**config.mk**
```make
export PLATFORM = sky130hd
export DESIGN_NAME = data_tile_fetcher
export DESIGN_NICKNAME = d
export VERILOG_FILES = /design/src/rtl/wino_pkg.sv /design/src/rtl/tile_coord_counter.sv /design/src/rtl/data_tile_fetcher.sv
export SDC_FILE = /design/constraint.sdc
export NUM_CORES = 1
export LEC_CHECK = 0
export CAP_MARGIN = 10
export CORE_UTILIZATION = 31
export CTS_CLUSTER_SIZE = 12
export DETAILED_ROUTE_END_ITERATION = 6
export GPL_TIMING_DRIVEN = 0
export PLACE_DENSITY_LB_ADDON = 0.1
export RECOVER_POWER = 50
export SLEW_MARGIN = 5
export SYNTH_ARGS = -nofsm -noshare
export SYNTH_HDL_FRONTEND = slang
export SYNTH_SLANG_ARGS = --single-unit
```
**constraint.sdc**
```tcl
create_clock -name clk -period 2.2 [get_ports clk]
set_input_delay 0.55 -clock clk [delete_from_list [all_inputs] [get_ports clk]]
set_output_delay 0.55 -clock clk [all_outputs]
set_load 0.02 [all_outputs]
```
**src/rtl/wino_pkg.sv**
```systemverilog
// rtl/wino_pkg.sv - shared Winograd tile constants, fetch state encoding and helpers
package wino_pkg;

  localparam int ID_W_DEF    = 4;
  localparam int BLK_W_DEF   = 8;
  localparam int COORD_W_DEF = 11;

  localparam int STRIDE_F43    = 4;
  localparam int STRIDE_F63    = 6;
  localparam int TILE_ROWS_F43 = 6;
  localparam int TILE_ROWS_F63 = 8;

  typedef enum logic [1:0] {
    ST_IDLE  = 2'd0,
    ST_FETCH = 2'd1,
    ST_DONE  = 2'd2,
    ST_DRAIN = 2'd3
  } fetch_state_e;

  // size_type 1 selects F(4,3), 0 selects F(6,3)
  function automatic logic [2:0] stride_of(input logic size_type);
    return size_type ? 3'(STRIDE_F43) : 3'(STRIDE_F63);
  endfunction

  // index of the last row inside one input tile
  function automatic logic [2:0] row_last_of(input logic size_type);
    return size_type ? 3'(TILE_ROWS_F43 - 1) : 3'(TILE_ROWS_F63 - 1);
  endfunction

endpackage

```
**src/rtl/tile_coord_counter.sv**
```systemverilog
// rtl/tile_coord_counter.sv - nested row/bx/by walk with incremental pixel coordinates
module tile_coord_counter
  import wino_pkg::*;
#(
  parameter int COORD_W = COORD_W_DEF,
  parameter int BLK_W   = BLK_W_DEF
) (
  input  logic               clk,
  input  logic               reset,
  input  logic               clear,
  input  logic               advance,
  input  logic [2:0]         stride,
  input  logic [2:0]         row_last,
  input  logic [BLK_W-1:0]   width_last,
  input  logic [BLK_W-1:0]   height_last,
  output logic [COORD_W-1:0] row,
  output logic [COORD_W-1:0] col,
  output logic               tile_last,
  output logic               slice_last
);

  logic [2:0]         r;
  logic [BLK_W-1:0]   bx;
  logic [BLK_W-1:0]   by;
  logic [COORD_W-1:0] row_base;
  logic [COORD_W-1:0] stride_ext;

  assign stride_ext = COORD_W'(stride);
  assign tile_last  = (r == row_last);
  assign slice_last = tile_last && (bx == width_last) && (by == height_last);

  // row innermost, then bx, then by; row_base tracks by*stride so row = row_base + r
  always_ff @(posedge clk) begin
    if (reset || clear) begin
      r        <= '0;
      bx       <= '0;
      by       <= '0;
      row      <= '0;
      col      <= '0;
      row_base <= '0;
    end else if (advance) begin
      if (!tile_last) begin
        r   <= r + 3'd1;
        row <= row + COORD_W'(1);
      end else begin
        r <= '0;
        if (bx != width_last) begin
          bx  <= bx + BLK_W'(1);
          col <= col + stride_ext;
          row <= row_base;
        end else begin
          bx       <= '0;
          by       <= by + BLK_W'(1);
          col      <= '0;
          row_base <= row_base + stride_ext;
          row      <= row_base + stride_ext;
        end
      end
    end
  end

endmodule

```
**src/rtl/data_tile_fetcher.sv**
```systemverilog
// rtl/data_tile_fetcher.sv - per-slice tile row-read sequencer; DATA_TILE_FETCHER_PERF_EN adds stall_cnt_o
module data_tile_fetcher
  import wino_pkg::*;
#(
  parameter int COORD_W = COORD_W_DEF,
  parameter int ID_W    = ID_W_DEF,
  parameter int BLK_W   = BLK_W_DEF
) (
  input  logic               clk,
  input  logic               reset,
  input  logic               size_type_i,
  input  logic               data_prepare_i,
  input  logic [BLK_W-1:0]   block_width_i,
  input  logic [BLK_W-1:0]   block_height_i,
  input  logic [ID_W-1:0]    data_id_i,
  output logic               rd_valid_o,
  input  logic               rd_ready_i,
  output logic [ID_W-1:0]    rd_id_o,
  output logic [COORD_W-1:0] rd_row_o,
  output logic [COORD_W-1:0] rd_col_o,
  output logic               rd_tile_last_o,
  output logic               loop_finished_o,
`ifdef DATA_TILE_FETCHER_PERF_EN
  output logic [15:0]        stall_cnt_o,
`endif
  output logic               busy_o
);

  fetch_state_e     state;
  logic             size_type_q;
  logic [BLK_W-1:0] width_last_q;
  logic [BLK_W-1:0] height_last_q;
  logic             start;
  logic             accept;
  logic             tile_last;
  logic             slice_last;

  assign start          = (state == ST_IDLE) && data_prepare_i;
  assign accept         = rd_valid_o && rd_ready_i;
  assign rd_tile_last_o = rd_valid_o && tile_last;

  tile_coord_counter #(
    .COORD_W(COORD_W),
    .BLK_W  (BLK_W)
  ) u_coord (
    .clk        (clk),
    .reset      (reset),
    .clear      (start),
    .advance    (accept),
    .stride     (stride_of(size_type_q)),
    .row_last   (row_last_of(size_type_q)),
    .width_last (width_last_q),
    .height_last(height_last_q),
    .row        (rd_row_o),
    .col        (rd_col_o),
    .tile_last  (tile_last),
    .slice_last (slice_last)
  );

  // handshake FSM: outputs are registered alongside the state so nothing depends on rd_ready_i combinationally
  always_ff @(posedge clk) begin
    if (reset) begin
      state           <= ST_IDLE;
      size_type_q     <= 1'b0;
      width_last_q    <= '0;
      height_last_q   <= '0;
      rd_id_o         <= '0;
      rd_valid_o      <= 1'b0;
      loop_finished_o <= 1'b0;
      busy_o          <= 1'b0;
    end else begin
      case (state)
        ST_IDLE: begin
          if (data_prepare_i) begin
            size_type_q   <= size_type_i;
            width_last_q  <= block_width_i - BLK_W'(1);
            height_last_q <= block_height_i - BLK_W'(1);
            rd_id_o       <= data_id_i;
            busy_o        <= 1'b1;
            if ((block_width_i == '0) || (block_height_i == '0)) begin
              state           <= ST_DONE;
              loop_finished_o <= 1'b1;
            end else begin
              state      <= ST_FETCH;
              rd_valid_o <= 1'b1;
            end
          end
        end
        ST_FETCH: begin
          if (accept && slice_last) begin
            state           <= ST_DONE;
            rd_valid_o      <= 1'b0;
            loop_finished_o <= 1'b1;
          end
        end
        ST_DONE: begin
          state           <= ST_DRAIN;
          loop_finished_o <= 1'b0;
        end
        ST_DRAIN: begin
          if (!data_prepare_i) begin
            state  <= ST_IDLE;
            busy_o <= 1'b0;
          end
        end
        default: begin
          state           <= ST_IDLE;
          rd_valid_o      <= 1'b0;
          loop_finished_o <= 1'b0;
          busy_o          <= 1'b0;
        end
      endcase
    end
  end

`ifdef DATA_TILE_FETCHER_PERF_EN
  // saturating count of cycles a request waited on the line buffer; restarts with each slice
  always_ff @(posedge clk) begin
    if (reset || start) begin
      stall_cnt_o <= '0;
    end else if (rd_valid_o && !rd_ready_i && (stall_cnt_o != 16'hFFFF)) begin
      stall_cnt_o <= stall_cnt_o + 16'd1;
    end
  end
`endif

endmodule
```
==> results of run 1 <==
[timing repair]
action	in CTS	in global routing
pin swaps	4	3
setup endpoints to repair	55	47
resized for setup	37	14
setup buffers	9	1
[sequential cells by signal, indices dropped and copies added, names as in the netlist]
name	count
u_coord.row	11
u_coord.col	10
u_coord.row_base	10
height_last_q	8
u_coord.bx	8
u_coord.by	8
width_last_q	8
rd_id_o	4
u_coord.r	3
state	2
busy_o	1
loop_finished_o	1
rd_valid_o	1
size_type_q	1
[worst min-delay path by stage]
stage / start / endpoint / cells after the start / slack, ns
floorplan: u_coord.r[1] / u_coord.r[1] / 2 / 0.46
global placement: rd_id_o[3] / rd_id_o[3] / 2 / 0.44
detailed placement: rd_id_o[0] / rd_id_o[0] / 2 / 0.45
CTS: rd_id_o[3] / rd_id_o[3] / 2 / 0.46
global route: rd_id_o[3] / rd_id_o[3] / 2 / 0.48
finish: rd_id_o[1] / rd_id_o[1] / 2 / 0.45
[synthesized netlist by cell type (all sizes together), types with 2 or more instances]
cell type / instances
nor3b: 2
inv: 20
a31oi: 8
or3: 4
nand3: 13
nor4: 19
o21ai: 15
a21oi: 19
ha: 16
clkbuf: 22
and4: 5
o31ai: 4
o211ai: 4
a211oi: 20
o311a: 2
nand4: 13
a41o: 7
xor2: 21
dfxtp: 76
nand2: 45
and3: 5
a311oi: 2
a211o: 2
xnor2: 46
nor3: 15
nand2b: 4
nor2: 66
buf: 6
and2: 4
mux2i: 4
[cells by family (layout without fill, tap and decap cells)]
logic type / after synthesis / count (layout) / share of synthesized area [%]
compound gates: 87 / 87 / 14.4
xor+xnor: 67 / 67 / 14.2
fa+ha+maj: 16 / 16 / 4.84
buf+inv: 48 / 124 / 4.48
flops: 76 / 76 / 36.8
mux: 4 / 4 / 0.968
other cells: 1 / 1 / 0.0906
simple gates: 200 / 200 / 24.3
[critical path, cell delays in order]
cell,delay (ns)
clkdlybuf4s15_1,0.22
or4_4,0.56
or4b_4,0.50
and2_4,0.16
a211o_1,0.28
mux2i_1,0.14
[report_power, final]
group	leakage (nW)	internal [W]	switching, W	total [W]
clock network	0.149	0.000993	0.000598	0.00159
logic	1.25	0.000549	0.000862	0.00141
registers	0.618	0.00153	0.000134	0.00167
[per-stage QoR]
stage | TNS, ns | util, %
after CTS | 0 | 41.8
after global routing | -0.00643 | 42.0
after global placement | -34.51 | 38.0
final | 0 | 42.0
after floorplan | 0 | -
after detailed placement | -36.06 | 38.0
[metal layers]
layer	track usage [%]	vias to the layer above
met5	0	-
met4	4.09	0
met3	4.55	8
met2	26.6	71
met1	21.1	1716
li1	-	1898
[area by class of cell]
type                       instances  area share, %
timing repair buffer              62           10.9
clock inverter                     6           1.65
sequential                        76           28.3
multi-input combinational        375           47.4
buffer                            26           2.12
inverter                          20           1.40
tap                              172           4.00
clock buffer                      10           4.26
[cells in the final DEF, fill, tap and decap left out, types with 8 or more instances in the layout]
master,netlist,final
a211oi_1,20,19
xor2_1,21,21
nand2_1,45,41
o21ai_0,15,13
dfxtp_1,76,74
a31oi_1,8,8
nand4_1,13,13
buf_4,1,10
nor4_1,17,13
nand3_1,13,12
nor3_1,13,11
clkbuf_16,0,9
clkdlybuf4s50_1,0,14
a21oi_1,18,18
xnor2_1,46,45
dlygate4sd3_1,0,29
clkbuf_1,22,17
ha_1,16,16
nor2_1,66,64
inv_1,20,20
==> results.toml, run 1 <==
[outcome]
status = "finished clean"

[pwr]
power_w = 0.00467
ir_drop_mv = 0.643
power_density_mw_per_mm2 = 868
p_leak_nw = 2.02

[global_route]
grt_pass1_vias = 3597
grt.total_usage_pct = 16.3
grt_max_degree = 14
antenna_found_initial = 0
grt_overflow = 0
grt_pass1_wl_um = 18000

[cells_and_area]
drive_above_1_share_pct = 11.0
finalNonFillerCells = 747
seq_area_mm2 = 0.00152
fin_area_mm2 = 0.00538
n_antenna_cell = 0
area_delta_synth_final_pct = 30.0
multi_input_area_mm2 = 0.00255
nets = 611
n_fill_cell = 1331

[place]
hpwl_um = 7730
io_buffers = 52
dpl_cell_area_mm2 = 0.00487
post-place-cells = 723
pre_cts_ws_ns = -0.957
routabilityCongestion = 0.841

[drt]
drc_errors = 0
routed.top_layer = "met4"
ant_nets = 0
wire_per_inst_um = 14.2
vias = 3693
met3_length_um = 468
dr.pass1.iters = 4
vias_per_cell = 4.94
drt_iter0_markers = 133
drt_wl_total_um = 10600
wirelength_met1_um = 5230
wl_met2_um = 4830

[timing]
max_slew_margin_pct = 61.3
post-route-period-util_pct = 97.4
holdWs_ns = 0.453
fmax_ghz = 0.467
setup_ws_ns = 0.0581
period_minus_slack_ns = 2.14
setup_viol = 0
worst_pin_slew_ns = 0.581
clock_skew_ns = 0.00940
hold_viol_final = 0
slew_violations = 0
rsz0062_at_grt = "true"

[clock_network]
clock_sinks = 76
insertion_delay_ns = 0.34
cts_max_level = 3
cts_buffers = 9
hold_buffers = 0
root_buffer = "clkbuf_16"
clockBufferDepth = 2
clkSlewWorstSetupHoldPaths_ns = 0.06
tritoncts = "yes"

[yosys]
ys_types = 48
synth_cells = 499
syn_nets = 540
syn_area_mm2 = 0.00414
ys_seq_elements = 76
avgSynthCellArea_um2 = 8.29
synth_flop_cell = "dfxtp_1"
async_flop_share_pct = 0
yosys.area.top_type = "dfxtp_1"
synth_edf_count = 0
synth_area_leaders = "dfxtp_1, xnor2_1, nor2_1"
ys_warn_count = 0
yosysSeqAreaShare_pct = 36.8
synth_top_area_share_pct = 36.8

[die]
die_y_um = 118
die_w_um = 118
ios = 55
core_area_mm2 = 0.0128
dieArea_mm2 = 0.0138
start_util_pct = 32.3
rows = 41

[worst_setup_path]
reg2reg_depth = 6
r2r_end = "u_coord.row[10]"
cp_max_fo = 4
endpoint = "state[1]"
crit_required_ns = 2.46
arrival_ns = 2.41
path_class = "input port to flop"
critPathLaunchType = "input port"
reg2reg_from = "u_coord.bx[0]"
r2r_slack_ns = 0.18
crit_start = "block_height_i[3]"
worst_setup_path_end_kind = "flop"

[job]
cap_violations = 0

[worst_hold_path]
min_path_type = "flop to flop"
Note: power is estimated with default switching activity, not from simulation.
==> inputs of run 2 (changes only) <==
--- a/config.mk
+++ b/config.mk
@@ -6,6 +6,7 @@
 export NUM_CORES = 1
 export LEC_CHECK = 0
 export CAP_MARGIN = 10
+export CORE_ASPECT_RATIO = 1.2
 export CORE_UTILIZATION = 31
 export CTS_CLUSTER_SIZE = 12
 export DETAILED_ROUTE_END_ITERATION = 6
==> run 2 against run 1 <==
Compared with the run above:
- die area about the same
- sequential power is essentially flat
- non-clock buffer count up 2
- critical path type unchanged
- critical endpoint unchanged
- fmax fell by 0.13%
- global-route usage decreased by 0.19 points
==> results.toml, run 2 (synthesis results as in run 1) <==
[pwr]
ir_drop_mv = 0.483
p_leak_nw = 2.02
power_density_mw_per_mm2 = 843

[drt]
wl_met2_um = 5090
drt_iter0_markers = 145
met3_length_um = 375
routed.top_layer = "met4"
ant_nets = 0
vias_per_cell = 4.93
drc_errors = 0
wire_per_inst_um = 14.1
vias = 3651
wirelength_met1_um = 4840
drt_wl_total_um = 10400
dr.pass1.iters = 4

[cells_and_area]
final_util_pct = 41.7
n_fill_cell = 1369
max_flop_register = "u_coord.row"
drive_above_1_share_pct = 11.1
seq_area_mm2 = 0.00152
n_antenna_cell = 0
area_delta_synth_final_pct = 29.5
fin_area_mm2 = 0.00536
final_cell_mix = "dfxtp_1, nor2_1, xnor2_1, nand2_1, dlygate4sd3_1"
top_regs = "u_coord.row (11), u_coord.col (10), u_coord.row_base (10)"
multi_input_area_mm2 = 0.00254
final_common_cell = "dfxtp_1"
nets = 613
largest_reg_flops = 11

[clock_network]
root_buffer = "clkbuf_16"
clock_sinks = 76
insertion_delay_ns = 0.33
clkSlewWorstSetupHoldPaths_ns = 0.06
clockBufferDepth = 2
cts_buffers = 9
hold_buffers = 0
tritoncts = "yes"
cts_max_level = 3

[timing]
clock_skew_ns = 0.00623
tns_ns = 0
slew_violations = 0
worst_pin_slew_ns = 0.539
setup_viol = 0
period_minus_slack_ns = 2.14
fmax_ghz = 0.466
hold_viol_final = 0
setup_ws_ns = 0.0553
max_slew_margin_pct = 64.1
post-route-period-util_pct = 97.5

[global_route]
grt.total_usage_pct = 16.1
grt_pass1_vias = 3593
grt_overflow = 0
grt_pass1_wl_um = 17300
antenna_found_initial = 0
grt_max_degree = 12

[die]
start_util_pct = 32.2
rows = 45
dieArea_mm2 = 0.0138
die_y_um = 129
core_area_mm2 = 0.0128
ios = 55
die_w_um = 107

[place]
pre_cts_ws_ns = -0.979
routabilityCongestion = 0.792
hpwl_um = 7700
dpl_cell_area_mm2 = 0.00486
io_buffers = 52

[worst_setup_path]
slowest_delay_ns = 0.54
path_class = "input port to flop"
cp_top_family = "simple AND/OR/NAND/NOR gates"
critPathLaunchType = "input port"
r2r_end = "u_coord.by[3]"
worst-path-buf-inv = 1
worst_setup_path_end_kind = "flop"
cp_max_fo = 2
cp_slowest_cell = "or4_4"
arrival_ns = 2.40
reg2reg_from = "rd_valid_o"
crit_required_ns = 2.46
reg2reg_depth = 7
r2r_slack_ns = 0.13
worstPathCellList = "dlygate4sd2_1, or4_4, or4b_4, and2_4, a211o_1, mux2i_1"

[job]
cap_violations = 0

[worst_hold_path]
holdPathEnd = "rd_id_o[1]"
min_path_type = "flop to flop"
hold_depth = 2
hp-start = "rd_id_o[1]"

[outcome]
status = "finished clean"
[run 2: timing repair]
action,CTS,global route
pin swaps,8,3
gates resized for setup,35,12
setup buffers,11,0
endpoints found under the setup margin,56,38
[run 2: worst min-delay path: stages (launching register included)]
cell	delay [ns]
dfxtp_1	0.30
nand2_1	0.05
a21oi_1	0.05
[run 2: layout make-up]
type                    instances  share of cell area, %
multi-input cells             375                   47.4
flip-flops and latches         76                   28.4
repair buffers                 63                   11.3
clock buffers                  14                   5.30
well taps                     164                   3.83
plain buffers                  27                   2.22
inverters                      20                   1.40
clock inverters                 1                 0.0934
[run 2: per-stage QoR]
step,cells,hold slack [ns],power (W)
floorplan,499,0.461,0.00253
global placement,715,0.447,0.00295
detailed placement,715,0.449,0.00296
CTS,740,0.460,0.00457
global route,740,0.470,0.00480
finish,740,0.451,0.00452
[run 2: how the worst max path moves through the flow]
stage | from | end | cells after the start
finish | block_height_i[5] | state[1] | 6
global route | u_coord.r[0] | rd_tile_last_o | 4
CTS | state[0] | u_coord.by[0] | 7
detailed placement | rd_ready_i | u_coord.bx[4] | 7
global placement | rd_ready_i | u_coord.bx[7] | 7
floorplan | block_height_i[5] | rd_valid_o | 5
[run 2: where the power goes]
group / switching, W / total, W / internal [W]
sequential: 0.000128 / 0.00166 / 0.00153
combinational: 0.000856 / 0.00144 / 0.000581
clock: 0.000541 / 0.00142 / 0.000879
total: 0.00153 / 0.00452 / 0.00299
[run 2: routing by layer]
metal  track usage (%)  vias up
li1                  -     1906
met1              19.5     1671
met2              28.2       65
met3              2.68        9
met4              6.77        0
met5                 0        -
